### src/rtl/rr_stream_arbiter.sv
// Round-robin valid/ready arbiter with packet lock, feeding one registered output stage.
// One beat per cycle; the grant stays with a source from its first beat until its last beat.
module rr_stream_arbiter #(
  parameter int unsigned NUM_REQ = 4,
  parameter int unsigned DATA_W  = 8,
  localparam int unsigned SRC_W  = $clog2(NUM_REQ)
) (
  input  logic                        clk,
  input  logic                        rst,
  input  logic [NUM_REQ-1:0]          up_valid,
  input  logic [NUM_REQ*DATA_W-1:0]   up_data,
  input  logic [NUM_REQ-1:0]          up_last,
  output logic [NUM_REQ-1:0]          up_ready,
  output logic                        down_valid,
  output logic [DATA_W-1:0]           down_data,
  output logic                        down_last,
  output logic [SRC_W-1:0]            down_src,
  input  logic                        down_ready
);

  logic              down_valid_q;
  logic [DATA_W-1:0] down_data_q;
  logic              down_last_q;
  logic [SRC_W-1:0]  down_src_q;
  logic              lock_q;
  logic [SRC_W-1:0]  lock_src_q;
  logic [SRC_W-1:0]  ptr_q;

  logic              load_en;
  logic              any_candidate;
  logic [SRC_W-1:0]  winner;
  logic [DATA_W-1:0] win_data;
  logic              win_last;

  assign load_en = down_ready | ~down_valid_q;

  // While locked only the lock owner's valid is consulted, so no other source
  // can influence the grant.
  always_comb begin
    logic             found;
    logic [SRC_W-1:0] cand;
    found         = 1'b0;
    cand          = '0;
    winner        = '0;
    any_candidate = 1'b0;
    if (lock_q) begin
      winner        = lock_src_q;
      any_candidate = up_valid[lock_src_q];
    end else begin
      for (int unsigned off = 1; off <= NUM_REQ; off++) begin
        cand = SRC_W'((32'(ptr_q) + off) % NUM_REQ);
        if (!found && up_valid[cand]) begin
          found  = 1'b1;
          winner = cand;
        end
      end
      any_candidate = found;
    end
  end

  always_comb begin
    win_data = '0;
    win_last = 1'b0;
    up_ready = '0;
    for (int i = 0; i < int'(NUM_REQ); i++) begin
      if (winner == SRC_W'(i)) begin
        win_data    = up_data[i*DATA_W +: DATA_W];
        win_last    = up_last[i];
        up_ready[i] = load_en & any_candidate;
      end
    end
  end

  always_ff @(posedge clk or posedge rst) begin
    if (rst) begin
      down_valid_q <= 1'b0;
      down_data_q  <= '0;
      down_last_q  <= 1'b0;
      down_src_q   <= '0;
      lock_q       <= 1'b0;
      lock_src_q   <= '0;
      ptr_q        <= SRC_W'(NUM_REQ - 1);
    end else if (load_en) begin
      down_valid_q <= any_candidate;
      if (any_candidate) begin
        down_data_q <= win_data;
        down_last_q <= win_last;
        down_src_q  <= winner;
        if (win_last) begin
          // Packet done: release and give the finishing source lowest priority.
          lock_q <= 1'b0;
          ptr_q  <= winner;
        end else begin
          lock_q     <= 1'b1;
          lock_src_q <= winner;
        end
      end
    end
  end

  assign down_valid = down_valid_q;
  assign down_data  = down_data_q;
  assign down_last  = down_last_q;
  assign down_src   = down_src_q;

endmodule
### config.mk
export PLATFORM = sky130hd
export DESIGN_NAME = rr_stream_arbiter
export DESIGN_NICKNAME = d
export VERILOG_FILES = /design/src/rtl/rr_stream_arbiter.sv
export SDC_FILE = /design/constraint.sdc
export NUM_CORES = 1
export LEC_CHECK = 0
export ABC_AREA = 1
export ABC_CLOCK_PERIOD_IN_PS = 2000
export CORE_MARGIN = 2
export CORE_UTILIZATION = 38
export DETAILED_ROUTE_END_ITERATION = 16
export PLACE_DENSITY = 0.76
export SYNTH_ARGS = -nofsm -noshare
export SYNTH_HDL_FRONTEND = slang
export SYNTH_SLANG_ARGS = --single-unit
### constraint.sdc
create_clock -name clk -period 2 [get_ports clk]
set_input_delay 0.4 -clock clk [delete_from_list [all_inputs] [get_ports clk]]
set_output_delay 0.4 -clock clk [all_outputs]
set_load 0.01 [all_outputs]
==> results.tsv <==
metric	value	unit
Layout area overhead	85.7	%
clk root buf	clkbuf_4	
worst r2r path cells	19	
dpl ws	-0.875	ns
CTS tree	done	
vias in the first global route	1624	
worst skew pair latency	0.29	ns
maxcap violations	0	
first-pass GRT wire length	6980	um
critical path required time	1.60	ns
total power density per cell area	1950	mW/mm2
status	complete, but fails checks	
Post-Synthesis Cells	209	
failing checks	setup timing	
Worst Hold Class	primary input to asynchronous set/reset pin	
Final min period	2.60	ns
crit end category	primary output	
Met2 Wirelength	2230	um
Lkg Pwr	1.19	nW
CTS H-Tree Depth	1	
Detailed Routing Iterations Pass 1	4	
Die Height	62.6	um
R2R Path End	lock_src_q[1]	
Slew HR	0.841	
synthesized area	0.00131	mm2
TritonCTS Sinks	17	
Mean Syn Cell Area	6.24	um2
PnR worst setup slack	-0.598	ns
cts bufs inserted	3	
wl on met1	1740	um
Total GRT Usage	0.217	
CTS max path bufs	2	
CP Capture Point	up_ready[2]	
Hold-fix buffers, CTS	0	
Yosys reg bits	17	
max-slew violations	0	
# setup viols final	19	
largest net degree at the start of global routing	18	
# diodes	0	
reg2reg start	ptr_q[0]	
Util after Layout	0.732	
most frequent cells in the layout	nand2_1, clkdlybuf4s50_1, buf_4	
Max FO, Critical Path	5	
core box area	0.00331	mm2
Netlist cell types	25	
Vias	1671	
grt ovf	0	
PortBufs	58	
Initial Util	0.394	
Final Cycle Share	1.30	
DRC Markers	0	
final hold vios	0	
Syn Nets	252	
commonest non-fill, non-tap cell in the layout	nand2_1	
Sum Neg Setup Slack	-6.86	ns
chip width	62.6	um
nets@finish	347	
FMAX	385	MHz
total I/O pin count	59	
Worst Path Arrival	2.20	ns
final wirelength	4270	um
met3 WL	246	um
FF-to-FF setup slack	-0.42	ns
Slew @ Worst Pin	0.239	ns
DR iter-0 viols	56	
wire per inst	12.2	um
Crit Path Category	register to primary output	
Filler Cell Count	268	
YS warnings	0	
Final ANT Viol Nets	0	
global placement routability congestion	0.876	
Post-DP HPWL	3080	um
skew final	0.00644	ns
initial antenna violation count	0	
top routing layer in use	met4	
Die Area	0.00392	mm2
layout cells sized above 1	0.317	
Via-to-Cell Ratio	4.79	
critical path launch point	ptr_q[0]	
CP startpoint kind	register	
row cnt	21	
unrepaired setup endpoints after global routing	yes	
clock slew at the register clock pins of the worst setup and hold paths	0.11	ns
maximum VDD drop	0.000965	V
register area share after synthesis	0.328	
sequential cells by signal, indices dropped and copies added (netlist names):
register	flops
ptr_q	2
lock_q	1
down_valid	1
down_last	1
down_src	2
down_data	8
lock_src_q	2
synth_stat cells:
| cell | number | area, um2 |
|---|---|---|
| a21boi_1 | 1 | 7.51 |
| a21oi_1 | 4 | 20.0 |
| a31oi_1 | 2 | 12.5 |
| buf_2 | 1 | 5.00 |
| buf_6 | 2 | 22.5 |
| clkbuf_1 | 1 | 3.75 |
| dfrtp_1 | 15 | 375 |
| dfstp_2 | 2 | 52.6 |
| inv_1 | 17 | 63.8 |
| inv_2 | 4 | 15.0 |
| inv_4 | 1 | 6.26 |
| nand2_1 | 93 | 349 |
| nand2_2 | 7 | 43.8 |
| nand2_4 | 1 | 11.3 |
| nand3_1 | 16 | 80.1 |
| nand3_2 | 2 | 20.0 |
| nand4_1 | 10 | 62.6 |
| nor2_1 | 13 | 48.8 |
| nor2_2 | 1 | 6.26 |
| nor2_4 | 2 | 22.5 |
| nor3_1 | 2 | 10.0 |
| o211ai_1 | 1 | 7.51 |
| o21ai_0 | 9 | 45.0 |
| o21ai_1 | 1 | 5.00 |
| or2_4 | 1 | 8.76 |
metrics by stage:
step	power [mW]	hold WS [ns]	instances	area (um2)
3_5_place_dp	3.72	0.467	331	2120
3_3_place_gp	3.67	0.456	331	2120
4_1_cts	4.31	0.414	345	2290
5_1_grt	5.13	0.441	349	2420
2_1_floorplan	2.53	0.325	209	1360
6_report	4.72	0.407	349	2420
layer usage:
layer	vias up	track usage
met5	-	0
met4	0	0.0583
met3	6	0.0414
met2	58	0.406
met1	749	0.251
li1	858	-
worst max-delay path, cell delays in order (launching register included):
cell	delay, ns
dfstp_2	0.63
buf_12	0.13
nand2_1	0.08
nand2_4	0.10
nand2_4	0.06
nand2_4	0.07
nor2_1	0.04
nor2_1	0.12
nand2_2	0.08
nand3_4	0.10
nand2_4	0.09
buf_6	0.14
nor3_4	0.11
buf_2	0.15
power breakdown:
| group | internal (mW) | leakage [nW] | switching (mW) | total, mW |
|---|---|---|---|---|
| Sequential | 0.544 | 0.203 | 0.125 | 0.669 |
| Clock | 0.0775 | 0.0150 | 0.116 | 0.194 |
| Combinational | 1.79 | 0.969 | 2.07 | 3.86 |
area by class of cell:
type                    count  area [um2]  area share
flip-flops and latches     17         428       0.177
repair buffers             94         868       0.358
inverters                  22        95.1      0.0392
clock buffers               4        26.3      0.0108
multi-input cells         166         948       0.391
well taps                  46        57.6      0.0237
how the worst min path moves through the flow:
stage / from / endpoint / slack, ns / depth (start not counted)
2_1_floorplan: rst / down_data[0] / 0.32 / 1
3_3_place_gp: lock_src_q[1] / lock_src_q[1] / 0.46 / 2
3_5_place_dp: lock_src_q[1] / lock_src_q[1] / 0.47 / 2
4_1_cts: rst / down_data[0] / 0.41 / 3
5_1_grt: rst / down_src[0] / 0.44 / 3
6_report: rst / down_src[1] / 0.41 / 3
cells by family (layout without fill, tap and decap cells):
logic type             count (synthesis)  in the layout  share of synthesized area
AOI/OAI and AO/OA                     18             18                     0.0748
DFF                                   17             17                      0.328
buffers and inverters                 26            120                     0.0892
and+or+nand+nor                      148            148                      0.508
timing repair:
item	in CTS	in global routing
pin swaps	12	18
gates resized for setup	36	29
endpoints found under the setup margin	18	19
setup buffers	10	4
Power figures use the tool's default switching activity.
